==> src/rtl/kbest_merge_elect_pkg.sv <==
// Shared parameters for the K-best survivor election: word widths,
// children per parent, pointer width and list slice offsets.
package kbest_merge_elect_pkg;

  // PED word width used across the detector datapath.
  localparam int ERR_WL   = 16;

  // Children enumerated per surviving parent (one list per parent).
  localparam int CHILDREN = 4;

  // List pointer must reach CHILDREN to mark an exhausted list.
  localparam int PTR_W    = $clog2(CHILDREN + 1);

  // Bits needed to address an entry inside one list.
  localparam int EW       = $clog2(CHILDREN);

  typedef enum logic {
    IDLE  = 1'b0,
    ELECT = 1'b1
  } state_t;

  // Bit offset of entry `entry` of list `list` in a flattened bus.
  function automatic int slice_off(input int list, input int entry, input int width);
    return (list * CHILDREN + entry) * width;
  endfunction

endpackage

==> src/rtl/kbest_min_tree.sv <==
// Combinational minimum tree over K list heads. Exhausted heads are
// masked by their valid flag. Strict "<" keeps the left (lower index)
// operand on ties, so the lowest list index wins equal PEDs.
module kbest_min_tree #(
  parameter int K     = 4,
  parameter int PED_W = 16,
  parameter int IDX_W = $clog2(K)
) (
  input  logic [K*PED_W-1:0] head_ped,
  input  logic [K-1:0]       head_valid,
  output logic [IDX_W-1:0]   win_idx,
  output logic [PED_W-1:0]   win_ped
);

  localparam int LVLS = $clog2(K);

  logic [PED_W-1:0] lvl_ped [K];
  logic [IDX_W-1:0] lvl_idx [K];
  logic             lvl_vld [K];
  logic             take_r;

  // Reduce pairwise in place, log2(K) levels; slot 0 ends up holding the winner.
  always_comb begin
    take_r = 1'b0;
    for (int i = 0; i < K; i++) begin
      lvl_ped[i] = head_ped[i*PED_W +: PED_W];
      lvl_idx[i] = IDX_W'(i);
      lvl_vld[i] = head_valid[i];
    end
    for (int l = 0; l < LVLS; l++) begin
      for (int i = 0; i < K/2; i++) begin
        if (i < (K >> (l + 1))) begin
          take_r = lvl_vld[2*i+1] &&
                   (!lvl_vld[2*i] || (lvl_ped[2*i+1] < lvl_ped[2*i]));
          if (take_r) begin
            lvl_ped[i] = lvl_ped[2*i+1];
            lvl_idx[i] = lvl_idx[2*i+1];
            lvl_vld[i] = lvl_vld[2*i+1];
          end else begin
            lvl_ped[i] = lvl_ped[2*i];
            lvl_idx[i] = lvl_idx[2*i];
            lvl_vld[i] = lvl_vld[2*i];
          end
        end
      end
    end
    win_idx = lvl_idx[0];
    win_ped = lvl_ped[0];
  end

endmodule

==> src/rtl/kbest_merge_elect.sv <==
// K-best survivor election: stores K sorted-head candidate lists and
// streams the K smallest-PED survivors by repeatedly popping the
// smallest list head, one survivor per cycle under valid/ready.
//
// state | meaning
// ------+--------------------------------------------------------------
// IDLE  | waiting for a list set; LOAD_ready high
// ELECT | popping heads into the output register until OUT_last accepted
module kbest_merge_elect
  import kbest_merge_elect_pkg::*;
#(
  parameter int K     = 4,
  parameter int N     = 2,
  parameter int PED_W = ERR_WL
) (
  input  logic                        CLK,
  input  logic                        RST,
  input  logic                        LOAD_valid,
  output logic                        LOAD_ready,
  input  logic [K*CHILDREN*N*2-1:0]   PATH_in,
  input  logic [K*CHILDREN*PED_W-1:0] PED_in,
  output logic                        OUT_valid,
  input  logic                        OUT_ready,
  output logic [N*2-1:0]              OUT_PATH,
  output logic [PED_W-1:0]            OUT_PED,
  output logic [$clog2(K)-1:0]        OUT_src,
  output logic                        OUT_last
);

  localparam int PW      = N * 2;
  localparam int ENTRIES = K * CHILDREN;
  localparam int IDX_W   = $clog2(K);
  localparam int CNT_W   = $clog2(K + 1);

  state_t           state_q, state_d;
  logic [PW-1:0]    path_q [ENTRIES];
  logic [PED_W-1:0] ped_q  [ENTRIES];
  logic [PTR_W-1:0] ptr_q  [K];
  logic [CNT_W-1:0] cnt_q;

  logic             out_valid_q, out_last_q;
  logic [PW-1:0]    out_path_q;
  logic [PED_W-1:0] out_ped_q;
  logic [IDX_W-1:0] out_src_q;

  logic             load_fire, pop, done;
  logic [K*PED_W-1:0] head_ped;
  logic [K-1:0]     head_valid;
  logic [IDX_W-1:0] win_idx;
  logic [PED_W-1:0] win_ped;
  logic [PW-1:0]    win_path;

  // Present each list's current head; a pointer at CHILDREN masks the list.
  always_comb begin
    head_ped   = '0;
    head_valid = '0;
    for (int j = 0; j < K; j++) begin
      head_valid[j]              = (ptr_q[j] != PTR_W'(CHILDREN));
      head_ped[j*PED_W +: PED_W] = ped_q[j*CHILDREN + int'(ptr_q[j][EW-1:0])];
    end
  end

  kbest_min_tree #(
    .K     (K),
    .PED_W (PED_W),
    .IDX_W (IDX_W)
  ) u_min_tree (
    .head_ped   (head_ped),
    .head_valid (head_valid),
    .win_idx    (win_idx),
    .win_ped    (win_ped)
  );

  // Fetch the path that belongs to the winning head.
  always_comb begin
    win_path = path_q[int'(win_idx)*CHILDREN + int'(ptr_q[win_idx][EW-1:0])];
  end

  // State register.
  always_ff @(posedge CLK) begin
    if (RST) state_q <= IDLE;
    else     state_q <= state_d;
  end

  // Next state and per-cycle actions: load, pop a survivor, or finish the set.
  always_comb begin
    state_d   = state_q;
    load_fire = 1'b0;
    pop       = 1'b0;
    done      = 1'b0;
    case (state_q)
      IDLE: begin
        if (LOAD_valid) begin
          load_fire = 1'b1;
          state_d   = ELECT;
        end
      end
      ELECT: begin
        if (out_valid_q && out_last_q) begin
          if (OUT_ready) begin
            done    = 1'b1;
            state_d = IDLE;
          end
        end else if (!out_valid_q || OUT_ready) begin
          pop = 1'b1;
        end
      end
      default: state_d = IDLE;
    endcase
  end

  // List storage; only meaningful after a load, so no reset needed.
  always_ff @(posedge CLK) begin
    if (load_fire) begin
      for (int j = 0; j < K; j++) begin
        for (int e = 0; e < CHILDREN; e++) begin
          ped_q[j*CHILDREN+e]  <= PED_in[slice_off(j, e, PED_W) +: PED_W];
          path_q[j*CHILDREN+e] <= PATH_in[slice_off(j, e, PW) +: PW];
        end
      end
    end
  end

  // Pointers, survivor count and the output register.
  always_ff @(posedge CLK) begin
    if (RST) begin
      for (int j = 0; j < K; j++) ptr_q[j] <= '0;
      cnt_q       <= '0;
      out_valid_q <= 1'b0;
      out_last_q  <= 1'b0;
      out_path_q  <= '0;
      out_ped_q   <= '0;
      out_src_q   <= '0;
    end else begin
      if (load_fire) begin
        for (int j = 0; j < K; j++) ptr_q[j] <= '0;
        cnt_q <= '0;
      end
      if (pop) begin
        out_valid_q     <= 1'b1;
        out_path_q      <= win_path;
        out_ped_q       <= win_ped;
        out_src_q       <= win_idx;
        out_last_q      <= ((cnt_q + CNT_W'(1)) == CNT_W'(K));
        ptr_q[win_idx]  <= ptr_q[win_idx] + PTR_W'(1);
        cnt_q           <= cnt_q + CNT_W'(1);
      end
      if (done) begin
        out_valid_q <= 1'b0;
        out_last_q  <= 1'b0;
      end
    end
  end

  assign LOAD_ready = (state_q == IDLE);
  assign OUT_valid  = out_valid_q;
  assign OUT_PATH   = out_path_q;
  assign OUT_PED    = out_ped_q;
  assign OUT_src    = out_src_q;
  assign OUT_last   = out_last_q;

endmodule

==> config.mk <==
export PLATFORM = sky130hd
export DESIGN_NAME = kbest_merge_elect
export DESIGN_NICKNAME = d
export VERILOG_FILES = /design/src/rtl/kbest_merge_elect_pkg.sv /design/src/rtl/kbest_min_tree.sv /design/src/rtl/kbest_merge_elect.sv
export SDC_FILE = /design/constraint.sdc
export NUM_CORES = 1
export LEC_CHECK = 0
export ABC_AREA = 1
export CAP_MARGIN = 10
export CORE_ASPECT_RATIO = 1.5
export CORE_MARGIN = 3
export CORE_UTILIZATION = 31
export CTS_CLUSTER_DIAMETER = 150
export CTS_CLUSTER_SIZE = 28
export DETAILED_ROUTE_END_ITERATION = 16
export PLACE_DENSITY_LB_ADDON = 0.2
export SYNTH_ARGS = -nofsm -noshare
export SYNTH_HDL_FRONTEND = slang
export SYNTH_SLANG_ARGS = --single-unit
export TNS_END_PERCENT = 30
==> constraint.sdc <==
create_clock -name CLK -period 64.3 [get_ports CLK]
set_input_delay 16.075 -clock CLK [delete_from_list [all_inputs] [get_ports CLK]]
set_output_delay 16.075 -clock CLK [all_outputs]
set_load 0.02 [all_outputs]
# After elaboration in Yosys (flattened, before gate mapping)
# Memory sizes are Yosys's and may differ from the RTL's. A register that Yosys moved wholly into a read port is not among the register bits.
# Cells that the tools add are included.
classes:
  addsub: 6
  multipliers: 0
  div_mod_pow: 0
  magnitude_cmp: 3
  eq_ne: 5
  shift: 0
  muxes: 37
  bitwise_logic: 5
  reduce_logical: 15
op_table:
  columns: ["op", "count"]
  rows:
  - ["$lt A16 B16 Y1", 3]
  - ["$mux W16", 3]
  - ["$mux W1", 24]
  - ["$mux W3", 7]
  - ["$ne A3 B3 Y1 const B", 4]
  - ["$add A4 B2 Y4 const A", 2]
  - ["$add A3 B1 Y3 const B", 2]
  - ["$add A3 B2 Y4 const A", 1]
  - ["$add A4 B2 Y4", 1]
  - ["$logic_and A1 B1 Y1", 4]
  - ["$logic_not A1 Y1", 4]
  - ["$logic_or A1 B1 Y1", 4]
  - ["$mux W2", 2]
  - ["$or A1 B1 Y1", 4]
  - ["$eq A3 B3 Y1 const B", 1]
  - ["$reduce_or A3 Y1", 1]
  - ["$pmux W1 S2", 1]
  - ["$reduce_bool A2 Y1", 1]
  - ["$reduce_or A2 Y1", 1]
  - ["$not A1 Y1", 1]
word_totals:
  reg_bits: 24
  latch_bits: 0
  mem_bits_rw: 332
  romBits: 0
  inputBits: 324
  out_inout_bits: 25
  mem_count: 3
mem_list:
  columns: ["memory", "depth", "width", "rd", "rd_ports_with_merged_regs", "write_ports", "line_no", "source"]
  rows:
  - ["ped_q", 16, 16, 4, 0, 16, "kbest_merge_elect.sv:37", "logic [PED_W-1:0] ped_q [ENTRIES];"]
  - ["path_q", 16, 4, 1, 1, 16, "kbest_merge_elect.sv:36", "logic [PW-1:0] path_q [ENTRIES];"]
  - ["ptr_q", 4, 3, 5, 0, 4, "kbest_merge_elect.sv:38", "logic [PTR_W-1:0] ptr_q [K];"]

# Longest topological paths before layout
# An unclocked memory read counts as a cell.
logic_depth:
  word_depth: 14
  ltp_mapped: 44
  depth_no_buf: 41

# By module
# A second synthesis with hierarchy kept.
hier_totals:
  cells_unflattened: 1388
  area_unflattened_um2: 15607.5
modules_own_cells:
  columns: ["mod", "n_inst", "cells_per_inst", "area_per_inst_um2", "seq_area_each_um2"]
  rows:
  - ["kbest_merge_elect", 1, 1050, 13783.2, 10530.1]
  - ["kbest_min_tree", 1, 338, 1824.2, 0.0]

# Worst setup path after synthesis
# No wires, ideal clock.
synth_path:
  path_type: "input -> register"
  startpoint: "input LOAD_valid"
  endpoint: "memory ptr_q[0][0] (netlist name) (enable)"
  t_arrival_ns: 31.132
  required_time_ns: 63.930
  slack_ns: 32.798
  stages: 4
  path_cell_list: "inv_1 > nor2_1 > nor2_1 > nand2_1"
synth_lines:
  columns: ["item", "line_no", "source"]
  rows:
  - ["start: declaration", "kbest_merge_elect.sv:18", "input logic LOAD_valid,"]
  - ["end: declaration", "kbest_merge_elect.sv:38", null]

==> results.toml <==
[timing]
worst_slew_pin_slew_ns = 1.17
slew_headroom = 0.222
fin_crit_ns = 18.16
clock_skew_ns = 0.0252
hold_viol = 0
clock.fmax_ghz = 0.0551
finalSetupTns_ns = 0
setup_ws_ns = 46.14
drv_slew = 0
rsz0062_at_grt = "false"
fin_crit_sh = 0.282
finalSetupViolations = 0

[cells_and_area]
area_growth_pct = 30.1
final_common_cell = "clkdlybuf4s50_1"
utilization = 0.409
fin_nets = 1996
stdcell_count = 2297
drive_gt1_frac = 0.0355
layout_common_cells = "clkdlybuf4s50_1 (348), edfxtp_1 (332), nand2_1 (283)"

[yosys]
ys_warn_count = 0
syn_avg_cell_area_sq_um = 11.8
ys_types = 39
synth_cells = 1309
synth_area_sq_um = 15400
synth-seq-area-share = 0.684
yosysTopAreaCellShare = 0.648
synth.area.top_cells = "edfxtp_1 (65%), nand2_1 (6.9%), ha_1 (3.9%), dfxtp_1 (3.6%), o21ai_0 (3.6%)"
syn_nets = 1681
synth_top_area_cell = "edfxtp_1"
ys_ff_latch = 360

[clocking]
numCtsBuffers = 16
post_cts_buffers = 0
root_buffer = "clkbuf_16"
cts_tree = "done"
clock_path_buffers = 3
cts_resized = 0
hold_buffers = 0
cts.reportedPaths.clkPinSlew_ns = 0.12
clock_latency_ns = 0.54
clkSinkCount = 360
h-tree-depth = 1

[global_route]
use_met1 = 0.192
grt_start_max_net_pins = 179
grt_busiest_layer = "met2"
overflow = 0
antenna_found_initial = 7
grt.met2_usage = 0.314
grt_util_met3 = 0.0284
track_usage = 0.166
first_global_vias = 10858
grt_pass1_wl_mm = 65.9

[routing]
vias = 10798
dr.pass1.iters = 5
ant_nets = 0
drcViolationCount = 0
wire_per_inst_um = 19.7
viasPerCell = 4.70
drt_first_iter_violations = 577
routed_wl_mm = 45.3

[job]
max_cap_violations = 0

[critical_path]
r2r_start = "ptr_q[3][1]"
cp.arrival_ns = 18.31
worstSetupPathType = "in2reg"
worst_setup_path_end_kind = "flop"
worst-path-max-fanout = 89
crit_start = "LOAD_valid"
worstPathRequired_ns = 64.45
crit_path_start_kind = "primary input"

[run_status]
status = "complete, no violations"

[die]
die_y_um = 279
rows = 99
dieWidth_um = 188
core_area_sq_um = 48900
initial_core_util = 0.315
dieArea_sq_um = 52400
io_pins = 349

[placed_design]
place_congestion = 0.813
hpwl_mm = 33.1
port_buffers = 348
dp.cells = 2262
place_ws_ns = 45.44

[pwr]
vdd_drop_max_mv = 0.0554
cellPowerDensity_nw_per_um2 = 54.4
total_power_w = 0.00109
p_leak_nw = 7.40

[hold_path]
hp-class = "reg2reg"
min-delay-start = "OUT_PED[4]"
Yosys cell counts:
library cell	n
a211oi_1	5
a21boi_1	1
a21oi_1	65
a31oi_1	1
a32o_1	31
buf_1	7
buf_2	6
buf_4	4
buf_6	3
clkbuf_1	42
dfxtp_1	28
edfxtp_1	332
ha_1	48
inv_1	84
inv_2	10
nand2_1	283
nand2_2	4
nand2_4	2
nand3_1	60
nand3_2	2
nand3b_1	1
nand4_1	5
nand4_2	1
nor2_1	99
nor2_2	1
nor2_4	1
nor2_8	1
nor3_1	3
o211ai_1	23
o21a_1	2
o21ai_0	111
o21ai_1	2
o21bai_1	5
o221a_2	1
o22ai_1	30
o22ai_2	1
o31ai_1	1
or2_2	2
xnor2_2	1
report_power, final:
group	internal [W]	total, W	switching (W)
logic	0.000208	0.000677	0.000468
registers	0.000279	0.000289	0.0000103
clock network	0.0000528	0.000125	0.0000721
total	0.000540	0.00109	0.000551
path summary, 6_finish.rpt:
kind	to	slack [ns]	depth (start not counted)
worst min-delay path	OUT_PED[4]	0.47	2
worst max-delay path	ped_q[0][6]	46.14	5
worst min register to register	OUT_PED[4]	0.47	2
worst max register to register	ptr_q[0][2]	56.98	26
critical path: stages:
cell and delay, ns:
clkdlybuf4s50_1 0.45, inv_1 0.07, nor2_4 0.07, buf_4 0.59, buf_4 0.96
layer usage:
layer | wire length (um) | share of wire | up-vias
met5 | 0 | 0 | -
met4 | 875 | 0.019 | 0
met3 | 2170 | 0.048 | 36
met2 | 24700 | 0.54 | 252
met1 | 17600 | 0.39 | 5206
li1 | - | - | 5304
metrics by stage:
stage          hold WS (ns)  area (sq um)
6_report              0.472         20000
5_1_grt               0.494         20000
4_1_cts               0.473         20000
3_5_place_dp          0.455         19500
3_3_place_gp          0.443         19500
2_1_floorplan         0.429         15400
layout make-up:
class                           instances  area [sq um]
Timing Repair Buffer                  359          3580
Inverter                               94           353
Antenna cell                            7          17.5
Fill cell                            4644         28900
Tap cell                              656           821
Multi-Input combinational cell        793          4240
Sequential cell                       360         10500
Clock buffer                           28           488
cells by family (layout without fill, tap and decap cells):
logic type,Yosys count,after routing,synth area share
adder cells (fa/ha/maj),48,48,0.0390
XOR/XNOR,1,1,0.00106
buffers and inverters,156,481,0.0410
AND/OR/NAND/NOR,465,465,0.125
AO/OA/AOI/OAI,279,279,0.110
other,0,7,0
flip-flops,360,360,0.684
flip-flops by register name, summed over array words and instances, names as in the netlist:
| name | flops |
|---|---|
| cnt_q | 3 |
| ped_q | 256 |
| path_q | 64 |
| ptr_q | 12 |
| OUT_PATH | 4 |
| state_q | 1 |
| OUT_PED | 16 |
| OUT_last | 1 |
| OUT_valid | 1 |
| OUT_src | 2 |
Note: power is estimated with default switching activity, not from simulation.
